File: config.mk
export PLATFORM = sky130hd
export DESIGN_NAME = uart_tx_buffered
export DESIGN_NICKNAME = d
export VERILOG_FILES = /design/src/rtl/uart_tx_buffered.sv
export SDC_FILE = /design/constraint.sdc
export NUM_CORES = 1
export LEC_CHECK = 0
export CORE_MARGIN = 2
export CORE_UTILIZATION = 35
export CTS_CLUSTER_SIZE = 8
export DETAILED_ROUTE_END_ITERATION = 10
export PLACE_DENSITY = 0.56
export SYNTH_ARGS = -nofsm -noshare
export SYNTH_HDL_FRONTEND = slang
export SYNTH_SLANG_ARGS = --single-unit
File: constraint.sdc
create_clock -name clock -period 3.1 [get_ports clock]
set_input_delay 0.775 -clock clock [delete_from_list [all_inputs] [get_ports clock]]
set_output_delay 0.775 -clock clock [all_outputs]
set_load 0.01 [all_outputs]
File: src/rtl/uart_tx_buffered.sv
// FIFO-buffered UART transmitter: valid/ready byte writes, 5-8 data bits,
// none/odd/even parity, 1/2 stop bits, four selectable baud rates.
module uart_tx_buffered #(
    parameter  int CLK_HZ     = 50_000_000,
    parameter  int FIFO_DEPTH = 8,
    localparam int CNT_W      = $clog2(FIFO_DEPTH + 1)
) (
    input  logic             clock,
    input  logic             rst_n,
    input  logic             wr_valid,
    output logic             wr_ready,
    input  logic [7:0]       wr_data,
    input  logic [1:0]       baud_rate,
    input  logic [1:0]       data_length,
    input  logic [1:0]       parity_type,
    input  logic             stop_bits,
    output logic             data_out,
    output logic             tx_active,
    output logic             tx_done,
    output logic [CNT_W-1:0] fifo_count,
    output logic             fifo_empty,
    output logic             fifo_full
);
    localparam int PTR_W = (FIFO_DEPTH > 1) ? $clog2(FIFO_DEPTH) : 1;
    localparam int DIV_W = $clog2(CLK_HZ / 2400 + 1);

    localparam logic [DIV_W-1:0] DIV_2400  = DIV_W'(CLK_HZ / 2400);
    localparam logic [DIV_W-1:0] DIV_4800  = DIV_W'(CLK_HZ / 4800);
    localparam logic [DIV_W-1:0] DIV_9600  = DIV_W'(CLK_HZ / 9600);
    localparam logic [DIV_W-1:0] DIV_19200 = DIV_W'(CLK_HZ / 19200);

    typedef enum logic [2:0] {
        S_IDLE, S_START, S_DATA, S_PARITY, S_STOP
    } state_t;

    // FIFO storage and pointers
    logic [FIFO_DEPTH-1:0][7:0] mem_q, mem_d;
    logic [PTR_W-1:0]           wr_ptr_q, wr_ptr_d, rd_ptr_q, rd_ptr_d;
    logic [CNT_W-1:0]           count_q, count_d;
    logic                       push, pop;

    // Transmitter state and per-frame configuration latched at pop
    state_t           state_q, state_d;
    logic [DIV_W-1:0] div_cnt_q, div_cnt_d;
    logic [2:0]       bit_cnt_q, bit_cnt_d;
    logic [7:0]       data_q, data_d;
    logic [1:0]       baud_q, baud_d, len_q, len_d, par_q, par_d;
    logic             stop_q, stop_d;
    logic             line_q, line_d, active_q, active_d, done_q, done_d;

    logic [DIV_W-1:0] div_last;
    logic             bit_tick;
    logic [2:0]       last_data;
    logic [7:0]       data_mask;
    logic             par_en, par_bit;

    assign fifo_empty = (count_q == '0);
    assign fifo_full  = (count_q == CNT_W'(FIFO_DEPTH));
    assign wr_ready   = ~fifo_full;
    assign fifo_count = count_q;
    assign data_out   = line_q;
    assign tx_active  = active_q;
    assign tx_done    = done_q;

    assign push = wr_valid & ~fifo_full;

    always_comb begin
        mem_d    = mem_q;
        wr_ptr_d = wr_ptr_q;
        rd_ptr_d = rd_ptr_q;
        if (push) begin
            mem_d[wr_ptr_q] = wr_data;
            wr_ptr_d        = wr_ptr_q + PTR_W'(1);
        end
        if (pop) begin
            rd_ptr_d = rd_ptr_q + PTR_W'(1);
        end
        count_d = count_q + CNT_W'(push) - CNT_W'(pop);
    end

    always_comb begin
        div_last = DIV_2400 - DIV_W'(1);
        case (baud_q)
            2'b00:   div_last = DIV_2400 - DIV_W'(1);
            2'b01:   div_last = DIV_4800 - DIV_W'(1);
            2'b10:   div_last = DIV_9600 - DIV_W'(1);
            default: div_last = DIV_19200 - DIV_W'(1);
        endcase
    end

    assign bit_tick  = (div_cnt_q == div_last);
    assign last_data = 3'd4 + {1'b0, len_q};
    assign par_en    = (par_q == 2'b01) || (par_q == 2'b10);

    // Only the bits actually sent contribute to parity
    always_comb begin
        data_mask = 8'hFF;
        case (len_q)
            2'b00:   data_mask = 8'h1F;
            2'b01:   data_mask = 8'h3F;
            2'b10:   data_mask = 8'h7F;
            default: data_mask = 8'hFF;
        endcase
        par_bit = (^(data_q & data_mask)) ^ (par_q == 2'b01);
    end

    // Line outputs are registered, so they trail the state by one clock
    always_comb begin
        state_d   = state_q;
        div_cnt_d = div_cnt_q;
        bit_cnt_d = bit_cnt_q;
        data_d    = data_q;
        baud_d    = baud_q;
        len_d     = len_q;
        par_d     = par_q;
        stop_d    = stop_q;
        pop       = 1'b0;
        line_d    = 1'b1;
        active_d  = 1'b0;
        done_d    = 1'b0;

        if (state_q != S_IDLE) begin
            active_d  = 1'b1;
            div_cnt_d = bit_tick ? '0 : div_cnt_q + DIV_W'(1);
        end

        unique case (state_q)
            S_IDLE: begin
                if (!fifo_empty) begin
                    pop       = 1'b1;
                    data_d    = mem_q[rd_ptr_q];
                    baud_d    = baud_rate;
                    len_d     = data_length;
                    par_d     = parity_type;
                    stop_d    = stop_bits;
                    div_cnt_d = '0;
                    bit_cnt_d = '0;
                    state_d   = S_START;
                end
            end
            S_START: begin
                line_d = 1'b0;
                if (bit_tick) begin
                    bit_cnt_d = '0;
                    state_d   = S_DATA;
                end
            end
            S_DATA: begin
                line_d = data_q[bit_cnt_q];
                if (bit_tick) begin
                    if (bit_cnt_q == last_data) begin
                        bit_cnt_d = '0;
                        state_d   = par_en ? S_PARITY : S_STOP;
                    end else begin
                        bit_cnt_d = bit_cnt_q + 3'd1;
                    end
                end
            end
            S_PARITY: begin
                line_d = par_bit;
                if (bit_tick) begin
                    bit_cnt_d = '0;
                    state_d   = S_STOP;
                end
            end
            S_STOP: begin
                line_d = 1'b1;
                if (bit_tick) begin
                    if (bit_cnt_q == {2'b00, stop_q}) begin
                        done_d  = 1'b1;
                        state_d = S_IDLE;
                    end else begin
                        bit_cnt_d = bit_cnt_q + 3'd1;
                    end
                end
            end
            default: state_d = S_IDLE;
        endcase
    end

    always_ff @(posedge clock or negedge rst_n) begin
        if (!rst_n) begin
            mem_q     <= '0;
            wr_ptr_q  <= '0;
            rd_ptr_q  <= '0;
            count_q   <= '0;
            state_q   <= S_IDLE;
            div_cnt_q <= '0;
            bit_cnt_q <= '0;
            data_q    <= '0;
            baud_q    <= '0;
            len_q     <= '0;
            par_q     <= '0;
            stop_q    <= 1'b0;
            line_q    <= 1'b1;
            active_q  <= 1'b0;
            done_q    <= 1'b0;
        end else begin
            mem_q     <= mem_d;
            wr_ptr_q  <= wr_ptr_d;
            rd_ptr_q  <= rd_ptr_d;
            count_q   <= count_d;
            state_q   <= state_d;
            div_cnt_q <= div_cnt_d;
            bit_cnt_q <= bit_cnt_d;
            data_q    <= data_d;
            baud_q    <= baud_d;
            len_q     <= len_d;
            par_q     <= par_d;
            stop_q    <= stop_d;
            line_q    <= line_d;
            active_q  <= active_d;
            done_q    <= done_d;
        end
    end

endmodule

==> metrics.txt <==
Layout Area Growth over Synthesis 21.2%; total track usage 15.3%; largest net degree at the start of global routing 51; Hold Crit Class in -> async; Setup TNS Final 0 ps; DR vias 3,506; Synth Area in Compound Gates 4.20%; Post-Synth Adder-Cell Area 3.96%; Synth area leader dfrtp_1; diode count 0; die height 130 um; fmax 0.371 GHz; Synth top cells by count dfrtp_1, mux2_2, nor2_1; CORE AREA 0.0157 mm2; I/O pin cnt 28; DR WL/cell 16.3 um; die area 0.0169 mm2; post-route ant nets 0; Pwr per Cell Area 1090 mW/mm2; number of flops mapped to enable cells by yosys 0; Mapped Cells 438; Clk Latency, worst-skew pair 410 ps; syn_area_per_cell 12.7 um2; measured slew at the worst slew-check pin 872 ps; multiplexer area fraction after synthesis 23.2%; Overflow after GRT 0; final hold vios 0; crit end category flip-flop; dominant cell by count in the synthesized netlist dfrtp_1; status complete, no violations; critical path class reg -> reg; clock root buffer clkbuf_16; synth unique cells 52; postcts setup bufs 0; largest family of logic cells by synthesized area multiplexers; CTS sink cnt 113; Num CTS Buffers 17; top_reg_cell synth dfrtp_1; Hold WS 406 ps; Rel. slew slack 41.9%; CP bufs+invs 1; Total Wirelength 11.5 mm; Leak Pwr 2.92 nW; post-synth top area share 50.4%; crit share post-route 86.8%; max-slew violations 0; htree depth 4; Setup crit start kind flip-flop; # resized after CTS 0; VDD IR-drop max 0.486 mV; Post-Synth Simple-Gate Area 9.64%; Final nets 512; top post-synthesis cells by area dfrtp_1, mux2_2, mux4_2; CTS tree yes; remaining routing DRC violations 0; I/O Buffers 27; initial drt markers 262; clk slew on worst S/H paths 60 ps; first-pass GRT wire length 19.6 mm; final worst path period need 2690 ps; crit path cell chain inv_1 -> ha_1 -> nor4b_2 -> o2111ai_1 -> or4_1 -> or3b_1 -> a211o_1 -> a21oi_2; DPL Wire Length 7.74 mm; Seq/Total Area, Yosys 50.8%; flops & latches, synth 113; # setup viols final 0; RD Place Congestion 0.815; cell family with the largest share of critical-path delay simple AND/OR/NAND/NOR gates; initial core utilization 35.4%; XOR/XNOR Fraction of Synth Area 5.62%; Vias/cell 4.97; Die Span X 130 um; syn nets 473; critical path arrival 3030 ps; clock skew 12.4 ps; vias in the first global route 3,673; fraction of layout cells with a size suffix above 1 26.5%; Fillers 1,452; Placement Rows 46; yosys warns 0; slowest CP cell or4_1; DRT Pass-1 Iters 4; Worst path max stage delay 530 ps; cell area after synthesis 0.00557 mm2; initial antenna violation count 0; Max Cap Viol 0; RSZ-0062 raised after global routing false; CP required 3430 ps; Synth async-reset ratio 100%; worst-path maximum fanout 4; Post-CTS Hold Buffers 0; Max Buffers Root-to-Sink 2
==> worst register-to-register path: stages, from the launching register on <==
cell and delay (ps):
dfrtp_1 440, inv_1 130, ha_1 250, nor4b_2 320
o2111ai_1 150, or4_1 530, or3b_1 380, a211o_1 310
a21oi_2 120
==> power by group <==
| group | leakage (nW) | internal (mW) | switching, mW |
|---|---|---|---|
| sequential | 1.38 | 2.14 | 0.532 |
| clock | 0.302 | 1.29 | 0.747 |
| combinational | 1.23 | 1.49 | 1.14 |
| total | 2.92 | 4.92 | 2.42 |
==> registers in the layout, indices dropped and copies added, names as in the netlist <==
| name | flops |
|---|---|
| state_q | 3 |
| bit_cnt_q | 3 |
| rd_ptr_q | 3 |
| wr_ptr_q | 3 |
| fifo_count | 4 |
| len_q | 2 |
| data_out | 1 |
| tx_active | 1 |
| stop_q | 1 |
| data_q | 8 |
| div_cnt_q | 15 |
| baud_q | 2 |
| mem_q | 64 |
| tx_done | 1 |
| par_q | 2 |
==> logic make-up after synthesis <==
family	count (synthesis)
AOI/OAI and AO/OA	36
xor gates and xnor gates	34
adders and majority gates	17
buffers and inverters	36
DFF	113
muxes	98
and+or+nand+nor	104
==> metal layers <==
layer  global-route usage [%]  share of wire, %  up-vias
met5                        0                 0        -
met4                     5.25              0.97        0
met3                     4.14               2.7       12
met2                     25.5                51       42
met1                     19.4                46     1808
li1                         -                 -     1644
==> per-stage QoR <==
step,instance area [um2],std cells,utilization (%),setup slack (ps),total power [mW]
5_1_grt,6740,706,42.9,217,7.87
3_3_place_gp,6120,674,39.0,320,5.26
3_5_place_dp,6120,674,39.0,283,5.36
2_1_floorplan,5570,438,-,487,4.62
6_report,6740,706,42.9,408,7.34
4_1_cts,6740,706,42.9,390,7.43
==> layout by cell type (no fill, tap or decap), types with 5 or more instances in the layout <==
| cell | count |
|---|---|
| buf_4 | 13 |
| mux4_2 | 18 |
| nor2_1 | 32 |
| inv_1 | 15 |
| nand4_1 | 5 |
| clkbuf_16 | 17 |
| xor2_1 | 16 |
| nand3_1 | 10 |
| o21ai_1 | 8 |
| nand2_1 | 26 |
| ha_1 | 16 |
| mux2_1 | 14 |
| dfrtp_1 | 112 |
| a21oi_1 | 12 |
| inv_6 | 6 |
| clkdlybuf4s50_1 | 26 |
| mux2_2 | 56 |
| xnor2_1 | 16 |
| mux2i_1 | 10 |
==> cell type report <==
type / count / area (um2) / share of cell area (%)
sequential: 113 / 2830 / 42.0
tap: 216 / 270 / 4.01
inverter: 17 / 63.8 / 0.946
multi-input combinational: 289 / 2600 / 38.6
timing repair buffer: 39 / 358 / 5.31
clock inverter: 15 / 196 / 2.91
clock buffer: 17 / 425 / 6.31
==> path summary, 6_finish.rpt <==
kind,to,from,slack (ps),depth (start not counted)
worst max-delay path,state_q[0]$_DFFE_PN0P_,baud_q[0]$_DFFE_PN0P_,410,8
worst min-delay path,div_cnt_q[12]$_DFF_PN0_,rst_n,410,1
worst max register to register,state_q[0]$_DFFE_PN0P_,baud_q[0]$_DFFE_PN0P_,410,8
worst min register to register,mem_q[52]$_DFFE_PN0P_,mem_q[52]$_DFFE_PN0P_,480,1
max in group asynchronous,mem_q[30]$_DFFE_PN0P_,rst_n,1830,2
min in group clock,mem_q[52]$_DFFE_PN0P_,mem_q[52]$_DFFE_PN0P_,480,1
(Power assumes the default switching activity.)
